==> src/rtl/vadd_pkg.sv <==
// Shared definitions for the binary16 vector adder: field positions,
// special encodings, the element type and the controller state encoding.
package vadd_pkg;

    localparam int SIGN_BIT = 15;
    localparam int EXP_MSB  = 14;
    localparam int EXP_LSB  = 10;
    localparam int MAN_MSB  = 9;
    localparam int BIAS     = 15;
    localparam logic [4:0] EXP_MAX = 5'h1F;

    typedef logic [15:0] fp16_t;

    localparam fp16_t QNAN = 16'h7E00;
    localparam fp16_t PINF = 16'h7C00;
    localparam fp16_t MAXF = 16'h7BFF;

    typedef enum logic [1:0] {
        IDLE,
        RUN,
        DONE
    } state_t;

endpackage

==> src/rtl/vec_fp16_add_seq_fp16_add_unit.sv <==
// Combinational single-lane binary16 adder with round-to-nearest-even.
// Subnormal inputs act as signed zero, underflow flushes to +0.
// Build option VADD_SAT_EN: overflow saturates to +/-max finite instead of +/-inf.
module fp16_add_unit
    import vadd_pkg::*;
(
    input  fp16_t a,
    input  fp16_t b,
    output fp16_t sum,
    output logic  ovf
);

    // Round an aligned 14-bit significand (11 kept bits, guard, round, sticky)
    // to 11 bits; bit 11 of the result flags a carry out of the mantissa.
    function automatic logic [11:0] round_rne(input logic [13:0] n);
        logic inc;
        inc = n[2] & (n[1] | n[0] | n[3]);
        return {1'b0, n[13:3]} + {11'b0, inc};
    endfunction

    // Encoding returned when a finite sum exceeds the largest finite value.
    function automatic fp16_t ovf_result(input logic s);
`ifdef VADD_SAT_EN
        return {s, MAXF[14:0]};
`else
        return {s, PINF[14:0]};
`endif
    endfunction

    logic [4:0]  ea, eb, e_big, e_small, diff;
    logic [9:0]  ma, mb;
    logic        sa, sb, a_nan, b_nan, a_inf, b_inf, a_zero, b_zero;
    logic        swap, s_big, eff_sub, sticky, found;
    logic [10:0] m_big, m_small;
    logic [13:0] big_x, small_x, small_al, lost_mask, norm;
    logic [14:0] raw;
    logic [3:0]  lz;
    logic [11:0] rnd;
    logic signed [6:0] e_norm, e_fin;
    logic [9:0]  frac;

    assign sa = a[SIGN_BIT];
    assign sb = b[SIGN_BIT];
    assign ea = a[EXP_MSB:EXP_LSB];
    assign eb = b[EXP_MSB:EXP_LSB];
    assign ma = a[MAN_MSB:0];
    assign mb = b[MAN_MSB:0];

    assign a_nan  = (ea == EXP_MAX) && (ma != '0);
    assign b_nan  = (eb == EXP_MAX) && (mb != '0);
    assign a_inf  = (ea == EXP_MAX) && (ma == '0);
    assign b_inf  = (eb == EXP_MAX) && (mb == '0);
    assign a_zero = (ea == '0);
    assign b_zero = (eb == '0);

    // Finite path: align smaller magnitude, add/subtract, normalise, round.
    always_comb begin
        swap     = (b[14:0] > a[14:0]);
        s_big    = swap ? sb : sa;
        e_big    = swap ? eb : ea;
        e_small  = swap ? ea : eb;
        m_big    = {1'b1, (swap ? mb : ma)};
        m_small  = {1'b1, (swap ? ma : mb)};
        eff_sub  = sa ^ sb;
        diff     = e_big - e_small;
        big_x    = {m_big, 3'b000};
        small_x  = {m_small, 3'b000};
        lost_mask = '0;
        small_al = '0;
        sticky   = 1'b0;
        if (diff >= 5'd14) begin
            sticky = 1'b1;
        end else begin
            lost_mask = ~(14'h3FFF << diff);
            small_al  = small_x >> diff;
            sticky    = |(small_x & lost_mask);
        end
        small_al[0] = small_al[0] | sticky;

        raw = eff_sub ? ({1'b0, big_x} - {1'b0, small_al})
                      : ({1'b0, big_x} + {1'b0, small_al});

        lz    = '0;
        found = 1'b0;
        for (int i = 13; i >= 0; i--) begin
            if (!found) begin
                if (raw[i]) found = 1'b1;
                else        lz = lz + 4'd1;
            end
        end

        if (raw[14]) begin
            norm   = {raw[14:2], raw[1] | raw[0]};
            e_norm = $signed({2'b00, e_big}) + 7'sd1;
        end else begin
            norm   = raw[13:0] << lz;
            e_norm = $signed({2'b00, e_big}) - $signed({3'b000, lz});
        end

        rnd = round_rne(norm);
        if (rnd[11]) begin
            e_fin = e_norm + 7'sd1;
            frac  = rnd[10:1];
        end else begin
            e_fin = e_norm;
            frac  = rnd[9:0];
        end
    end

    // Special-case selection ahead of the finite result.
    always_comb begin
        sum = '0;
        ovf = 1'b0;
        if (a_nan || b_nan || (a_inf && b_inf && (sa != sb))) begin
            sum = QNAN;
        end else if (a_inf) begin
            sum = a;
        end else if (b_inf) begin
            sum = b;
        end else if (a_zero && b_zero) begin
            sum = {sa & sb, 15'b0};
        end else if (a_zero) begin
            sum = b;
        end else if (b_zero) begin
            sum = a;
        end else if (raw == '0 || e_fin < 7'sd1) begin
            sum = '0;
        end else if (e_fin >= 7'sd31) begin
            sum = ovf_result(s_big);
            ovf = 1'b1;
        end else begin
            sum = {s_big, e_fin[4:0], frac};
        end
    end

endmodule

==> src/rtl/vec_fp16_add_seq.sv <==
// Sequential binary16 vector adder: LANES elements, PAR lanes per beat,
// start/busy/done handshake. Build option VADD_SAT_EN (in fp16_add_unit)
// selects saturating overflow.
module vec_fp16_add_seq
    import vadd_pkg::*;
#(
    parameter int LANES = 16,
    parameter int PAR   = 4,
    parameter int EW    = 16
) (
    input  logic                  clk,
    input  logic                  rst_n,
    input  logic                  start,
    input  logic [LANES*EW-1:0]   a,
    input  logic [LANES*EW-1:0]   b,
    output logic                  busy,
    output logic                  done,
    output logic [LANES*EW-1:0]   sum,
    output logic [LANES-1:0]      ovf_lane,
    output logic                  g_flag
);

    localparam int BEATS = LANES / PAR;
    localparam int BW    = (BEATS > 1) ? $clog2(BEATS) : 1;
    localparam logic [BW-1:0] LAST = BW'(BEATS - 1);

    if (EW != 16 || (LANES % PAR) != 0) begin : g_bad_cfg
        $error("vec_fp16_add_seq: EW must be 16 and LANES a multiple of PAR");
    end

    state_t              state, state_next;
    logic [BW-1:0]       beat;
    logic [LANES*EW-1:0] op_a, op_b;
    logic [PAR*EW-1:0]   cur_a, cur_b, res;
    logic [PAR-1:0]      res_ovf;
    logic                accept;

    assign accept = (state == IDLE) && start && !done;
    assign busy   = (state != IDLE);

    // State register.
    always_ff @(posedge clk or negedge rst_n) begin
        if (!rst_n) state <= IDLE;
        else        state <= state_next;
    end

    // Next-state logic.
    always_comb begin
        state_next = state;
        case (state)
            IDLE:    if (accept) state_next = RUN;
            RUN:     if (beat == LAST) state_next = DONE;
            DONE:    state_next = IDLE;
            default: state_next = IDLE;
        endcase
    end

    // Operand capture on an accepted start; later input changes are ignored.
    always_ff @(posedge clk) begin
        if (accept) begin
            op_a <= a;
            op_b <= b;
        end
    end

    // Select the operand slice for the current beat.
    always_comb begin
        cur_a = '0;
        cur_b = '0;
        for (int k = 0; k < BEATS; k++) begin
            if (beat == BW'(k)) begin
                cur_a = op_a[k*PAR*EW +: PAR*EW];
                cur_b = op_b[k*PAR*EW +: PAR*EW];
            end
        end
    end

    for (genvar g = 0; g < PAR; g++) begin : g_lane
        fp16_add_unit u_add (
            .a   (cur_a[g*EW +: EW]),
            .b   (cur_b[g*EW +: EW]),
            .sum (res[g*EW +: EW]),
            .ovf (res_ovf[g])
        );
    end

    // Beat counter, result write-back, done pulse and global flag.
    always_ff @(posedge clk or negedge rst_n) begin
        if (!rst_n) begin
            beat     <= '0;
            done     <= 1'b0;
            g_flag   <= 1'b0;
            ovf_lane <= '0;
            sum      <= '0;
        end else begin
            done <= 1'b0;
            if (accept) begin
                beat     <= '0;
                ovf_lane <= '0;
                g_flag   <= 1'b0;
            end
            if (state == RUN) begin
                beat <= beat + BW'(1);
                for (int k = 0; k < BEATS; k++) begin
                    if (beat == BW'(k)) begin
                        sum[k*PAR*EW +: PAR*EW] <= res;
                        ovf_lane[k*PAR +: PAR]  <= res_ovf;
                    end
                end
            end
            if (state == DONE) begin
                done   <= 1'b1;
                g_flag <= |ovf_lane;
            end
        end
    end

endmodule
==> config.mk <==
export PLATFORM = sky130hd
export DESIGN_NAME = vec_fp16_add_seq
export DESIGN_NICKNAME = d
export VERILOG_FILES = /design/src/rtl/vadd_pkg.sv /design/src/rtl/vec_fp16_add_seq_fp16_add_unit.sv /design/src/rtl/vec_fp16_add_seq.sv
export SDC_FILE = /design/constraint.sdc
export NUM_CORES = 2
export LEC_CHECK = 0
export ABC_AREA = 1
export CAP_MARGIN = 40
export CORE_ASPECT_RATIO = 0.5
export CORE_MARGIN = 2
export CORE_UTILIZATION = 45
export DETAILED_ROUTE_END_ITERATION = 12
export PLACE_DENSITY = 0.7
export SLEW_MARGIN = 15
export SYNTH_ARGS = -nofsm -noshare
export SYNTH_HDL_FRONTEND = slang
export SYNTH_SLANG_ARGS = --single-unit
==> constraint.sdc <==
create_clock -name clk -period 46.9 [get_ports clk]
set_input_delay 9.38 -clock clk [delete_from_list [all_inputs] [get_ports clk]]
set_output_delay 9.38 -clock clk [all_outputs]
set_load 0.01 [all_outputs]
; After elaboration in Yosys (flattened, before gate mapping)
; Index checks and enable logic that the tools add are counted.
[word_totals]
register_bits = 790
latchBits = 0
ramBits = 0
romBits = 0
input_bits = 515
output_inout_bits = 275
word_cells = 603
n_memories = 0
[op_classes]
n_addsub = 81
mul = 0
div = 0
order_cmp = 16
eq_ne = 19
n_shift = 12
muxes = 342
bitwise = 36
n_reduce_logical = 86
[op_table]
columns = operator, count
row1 = 2-to-1 mux 64 bit, 8
row2 = 2-to-1 mux 16 bit, 30
row3 = 2-to-1 mux 4 bit, 108
row4 = adder 4 x 1 -> 4 bit (second input constant), 48
row5 = 2-to-1 mux 1 bit, 147
row6 = 2-to-1 mux 10 bit, 12
row7 = 2-to-1 mux 15 bit, 8
row8 = 2-to-1 mux 14 bit, 8
row9 = zero test 10 bit, 8
row10 = nonzero test 10 bit, 8
row11 = adder 14 x 14 -> 15 bit, 4
row12 = > comparator 15 bit, 4
row13 = zero test 15 bit, 4
row14 = subtractor 14 x 14 -> 15 bit, 4
row15 = AND 14 bit, 4
row16 = 2-to-1 mux 7 bit, 8
row17 = NOT 14 bit, 4
row18 = OR reduction 14 bit, 4
row19 = left shift 14 x 4 -> 14 bit, 4
row20 = left shift 14 x 5 -> 14 bit (first input constant), 4
row21 = right shift 14 x 5 -> 14 bit, 4
row22 = adder 11 x 1 -> 12 bit, 4
row23 = == test 5 bit (second input constant), 8
row24 = zero test 5 bit, 8
row25 = 26 further kinds, 139

; Longest topological paths before layout
[depth]
depth_word = 74
ltp_mapped = 116
depth_no_buf = 111

; Modules after synthesis
; A second synthesis with hierarchy kept.
[hier_totals]
cells_unflattened = 7314
hier_area_um2 = 55171.7
[by_module_without_submodules]
columns = module, instances, cells_each, area_each_um2, seq_area_each_um2
row1 = vec_fp16_add_seq, 1, 2363, 29597.1, 22331.4
row2 = fp16_add_unit (g_lane[0].u_add ...), 2, 1235, 6347.3, 0.0
row3 = fp16_add_unit (g_lane[3].u_add), 1, 1253, 6580.1, 0.0
row4 = fp16_add_unit (g_lane[1].u_add), 1, 1228, 6299.8, 0.0

; Worst setup path after synthesis
; Ideal clock, no wire load.
[synth_path]
kind = input -> register
start = in start
end = reg g_flag
setup_ps = 177
arrival_ps = 55190
required_time_ps = 46723
slack_ps = -8467
cell_stages = 5
path_buffers = 0
path_cell_list = inv_1 > nor3_1 > clkinv_1 > a21oi_1 > a31oi_1
[synth_between]
elab_chain_len = 3
[synth_rtl]
columns = element, line
row1 = start: declaration, vec_fp16_add_seq.sv:13  ; input logic start,
row2 = logical AND 1 bit (2 in a row), vec_fp16_add_seq.sv:38  ; assign accept = (state == IDLE) && start && !done;
row3 = net accept, vec_fp16_add_seq.sv:36  ; logic accept;
row4 = nonzero test 2 bit (no source line), --
row5 = end signal: assignment, vec_fp16_add_seq.sv:113  ; g_flag <= |ovf_lane;
row6 = end: declaration, vec_fp16_add_seq.sv:20  ; output logic g_flag
; The timed path passes the listed nets, and every way through them passes these cells.
; A chain may end at the register's enable or synchronous reset.

; Worst setup path after layout
[layout_path]
start = reg beat[1]
end = reg sum[242]
[layout_between]
elab_chain_len = 72
elab_cells_between_ends = 140
classes_between = add/sub (20) / order compare (4) / eq/ne (6) / shift (3) / mux (79) / bitwise (8) / reduce/logical (20)
[layout_rtl]
columns = element, line
row1 = start: declaration, vec_fp16_add_seq.sv:32  ; logic [BW-1:0] beat;
row2 = start signal: assignment, vec_fp16_add_seq.sv:103  ; beat <= beat + BW'(1);
row3 = zero test 2 bit, vec_fp16_add_seq.sv:71  ; if (beat == BW'(k)) begin
row4 = 2-to-1 mux 64 bit (4 in a row), vec_fp16_add_seq.sv:71
row5 = > comparator 15 bit, vec_fp16_add_seq_fp16_add_unit.sv:58  ; swap = (b[14:0] > a[14:0]);
row6 = "2-to-1 mux 5 bit, on equally long branches", "vec_fp16_add_seq_fp16_add_unit.sv:60, vec_fp16_add_seq_fp16_add_unit.sv:61"
row7 = subtractor 5 bit, vec_fp16_add_seq_fp16_add_unit.sv:65  ; diff = e_big - e_small;
row8 = left shift 14 x 5 -> 14 bit, vec_fp16_add_seq_fp16_add_unit.sv:74  ; lost_mask = ~(14'h3FFF << diff);
row9 = NOT 14 bit, vec_fp16_add_seq_fp16_add_unit.sv:74
row10 = AND 14 bit, vec_fp16_add_seq_fp16_add_unit.sv:76  ; sticky = |(small_x & lost_mask);
row11 = [53 not listed], --
row12 = 2-to-1 mux 15 bit or logical OR 1 bit (tied branches), "vec_fp16_add_seq_fp16_add_unit.sv:128, vec_fp16_add_seq_fp16_add_unit.sv:126"
row13 = 2-to-1 mux 16 bit, vec_fp16_add_seq_fp16_add_unit.sv:126  ; end else if (raw == '0 || e_fin < 7'sd1) begin
row14 = 2-to-1 mux 16 bit, vec_fp16_add_seq_fp16_add_unit.sv:124  ; end else if (b_zero) begin
row15 = 2-to-1 mux 16 bit, vec_fp16_add_seq_fp16_add_unit.sv:122  ; end else if (a_zero) begin
row16 = 2-to-1 mux 16 bit, vec_fp16_add_seq_fp16_add_unit.sv:120  ; end else if (a_zero && b_zero) begin
row17 = 2-to-1 mux 16 bit, vec_fp16_add_seq_fp16_add_unit.sv:118  ; end else if (b_inf) begin
row18 = 2-to-1 mux 16 bit, vec_fp16_add_seq_fp16_add_unit.sv:116  ; end else if (a_inf) begin
row19 = 2-to-1 mux 16 bit, vec_fp16_add_seq_fp16_add_unit.sv:114  ; if (a_nan || b_nan || (a_inf && b_inf && (sa != sb))) begin
row20 = end signal: indexed assignment, vec_fp16_add_seq.sv:106  ; sum[k*PAR*EW +: PAR*EW] <= res;
row21 = end: declaration, vec_fp16_add_seq.sv:18  ; output logic [LANES*EW-1:0] sum,
; Parallel ways exist; a longest one is shown, timed or not.

==> key figures <==
Logic synthesis
  – Largest cells by area after synthesis: edfxtp_1, nand2_1, dfrtp_1, nand3_1, ha_1
  – EDFF count, synth: roughly 510
  – Sequential area share after synthesis: around two fifths
  – Fraction of registers with async set/reset: between 30% and 40%
  – Mapped cell area: roughly 56000 um2
  – Avg Inst Size Synth: about 7.5 um2
  – Synthesis-stage register bit count: between 700 and 800
  – Unique masters post-synth: 84
  – Dominant synthesized flop cell: edfxtp_1
  – Syn nets: around 8.2k
  – Ys Warns: 0
  – Mapped Cells: 7406
  – Post-synth top area share: between 20% and 30%
  – Area leader, netlist: edfxtp_1

Critical path
  – R2R Path Start: beat[1]
  – Crit end category: flop
  – Critical Path End: sum[242]
  – Most used cell, CP: nand2_1
  – R2r worst-path depth: a little under 100
  – CP Data Required Time: 47.51 ns
  – Crit path DAT: between 15 and 20 ns
  – Crit-path max FO: 41
  – Kind of critical path: reg2reg
  – Slowest stage delay, CP: ~0.67 ns
  – RR Endpoint: sum[242]
  – Crit path from: beat[1]
  – Critical Path Source Type: flop
  – Slowest-stage cell, CP: nor2_8
  – Reg2Reg Setup Slack: ~29 ns

Route
  – DRT Wirelength: between 200000 and 250000 um
  – Drt drc: 0
  – Via-to-Cell Ratio: between 5 and 6
  – Post-DR wirelength/cell: around 22 um
  – Initial DRC Count: approximately 6.3k
  – Vias: between 50k and 60k
  – Post-route ant nets: 0
  – 1st-pass router iterations: 9

Global route
  – Largest net degree at the start of global routing: 179
  – GRT Total Usage: about a third
  – Vias in the first global route: between 40k and 50k
  – First-pass GRT wire length: ~320000 um
  – Antenna violations before repair: between 40 and 50
  – GRT Residual Overflow: 0

Run status
  – Status: completed

CTS
  – Hold buffer count at cts: 0
  – Setup Fix Bufs, Post-CTS: 0
  – Post_cts resized: 0
  – Clk sinks: 790
  – H-tree depth reported by CTS: 3
  – CTS buffer count: between 70 and 80
  – Clock latency at the later pin of the worst-skew pair: just over 0.7 ns
  – CTS root buf: clkbuf_16
  – Clock Path Buffers: 3
  – CTS tree: yes
  – Reg clk slew, reported paths: 0.06 ns

STA
  – Hold Vio Cnt, Final: 0
  – Fin crit share: between 30% and 40%
  – Slew @ Worst Pin: approximately 1.1 ns
  – Slew headroom: 25.9%
  – Fmax: 0.0556 GHz
  – Skew final: around 0.036 ns
  – Minimum clock period: about 18 ns
  – Slew Limit Fails: 0
  – Unrepaired setup endpoints after global routing: false
  – Setup TNS: 0 ns
  – Setup violators final: 0

Final layout
  – Register Area: roughly 22000 um2
  – Share of cells above drive strength 1: slightly below 8%
  – Final #Nets: around 8.9k
  – Area delta synth->final: 20.8%
  – Area of the multi-input gates: around 29000 um2
  – Fill count: ~12k
  – Fin cells: 9868
  – Design area: approximately 67000 um2

Floorplan
  – Core Rows: 91
  – Die Wd: about 500 um
  – Die Y: 253 um
  – Core Region: approximately 120000 um2
  – DIE AREA: 127000 um2
  – Starting Density: ~45%
  – Ports: 790

Place
  – Area after DPL: ~65000 um2
  – HPWL Detailed: approximately 170000 um
  – Final Wtd Congestion: just over 1
  – Placed insts: between 9k and 10k
  – Port Buffer Count: roughly 790

Min path
  – Hold-critical path depth: 2
  – Hold crit path type: reg2reg

Run
  – Max Cap Violations: 0
-- stage by stage --
| step | hold WS [ns] | utilization, % | setup WS (ns) |
|---|---|---|---|
| final | 0.478 | 54.8 | 28.92 |
| after global routing | 0.496 | 54.8 | 27.52 |
| after CTS | 0.481 | 54.6 | 29.19 |
| after detailed placement | 0.464 | 52.6 | 29.24 |
| after global placement | 0.461 | 52.3 | 29.35 |
| after floorplan | 0.424 | - | 11.42 |
-- layout by cell type (no fill, tap or decap), drive strengths merged, types with 8 or more instances in the layout --
cell type and instances:
xnor2 37, a21boi 13, a31o 8, o22ai 12
nor3 45, nor4 26, a21oi 350, inv 736
clkinv 42, a22oi 66, dfrtp 278, edfxtp 512
nor2 552, nand3 687, o21bai 15, fa 8
a31oi 23, clkbuf 93, nand4 92, clkdlybuf4s50 788
nand2 2707, buf 88, o211ai 19, o31ai 15
ha 236, nand3b 24, or2 27, diode 35
o21ai 490, a211oi 13, o21a 37, xor2 66
a22o 18
-- area by class of cell --
type	instances	area share, %
Antenna cell	35	0.130
Clock buffer	93	2.99
Clock inverter	47	0.766
Inverter	742	4.19
Multi-Input combinational cell	5611	42.7
Sequential cell	790	33.1
Tap cell	1674	3.10
Timing Repair Buffer	876	13.0
-- synth_stat cells (68+ instances only) --
cell type / n
a21oi_1: 342
clkbuf_1: 68
dfrtp_1: 278
edfxtp_1: 512
ha_1: 236
inv_1: 657
nand2_1: 2559
nand2_2: 121
nand3_1: 646
nand4_1: 88
nor2_1: 476
o21ai_0: 311
o21ai_1: 152
-- registers in the layout (all words and copies together), names as in the netlist --
signal and flops:
op_a 256, op_b 256, sum 256, ovf_lane 16, beat 2, state 2
done 1, g_flag 1
-- critical path: cells and delay by family (launching register included) --
family,cells,cell delay (ns)
AOI/OAI and AO/OA,18,4.25
xor gates and xnor gates,3,0.48
adders and majority gates,12,3.63
buffers and inverters,16,2.12
DFF,1,0.44
and+or+nand+nor,49,6.81
-- per-layer routing --
layer | track usage, % | wire length [um] | vias up
met3 | 7.28 | 19700 | 355
met1 | 44.7 | 90600 | 25700
met4 | 12.3 | 7870 | 6
met5 | 0 | 31 | -
met2 | 54.2 | 103000 | 2322
li1 | - | - | 25900
-- worst min-delay path by stage --
stage	slack, ns	to	start
finish	0.48	sum[11]	sum[11]
global route	0.50	sum[125]	sum[125]
CTS	0.48	sum[143]	sum[143]
detailed placement	0.46	sum[143]	sum[143]
global placement	0.46	sum[223]	sum[223]
floorplan	0.42	done	state[0]
-- cells by family after synthesis --
| group | after synthesis | synth area share (%) |
|---|---|---|
| multiplexers | 1 | 0.0179 |
| AND/OR/NAND/NOR | 4170 | 32.8 |
| AO/OA/AOI/OAI | 1093 | 11.5 |
| flip-flops | 790 | 40.0 |
| XOR/XNOR | 103 | 1.63 |
| buffers and inverters | 1005 | 8.53 |
| adder cells (fa/ha/maj) | 244 | 5.57 |
Power is not shown: default switching activity piles up to over one toggle a cycle in this logic, so the estimate is an artifact.
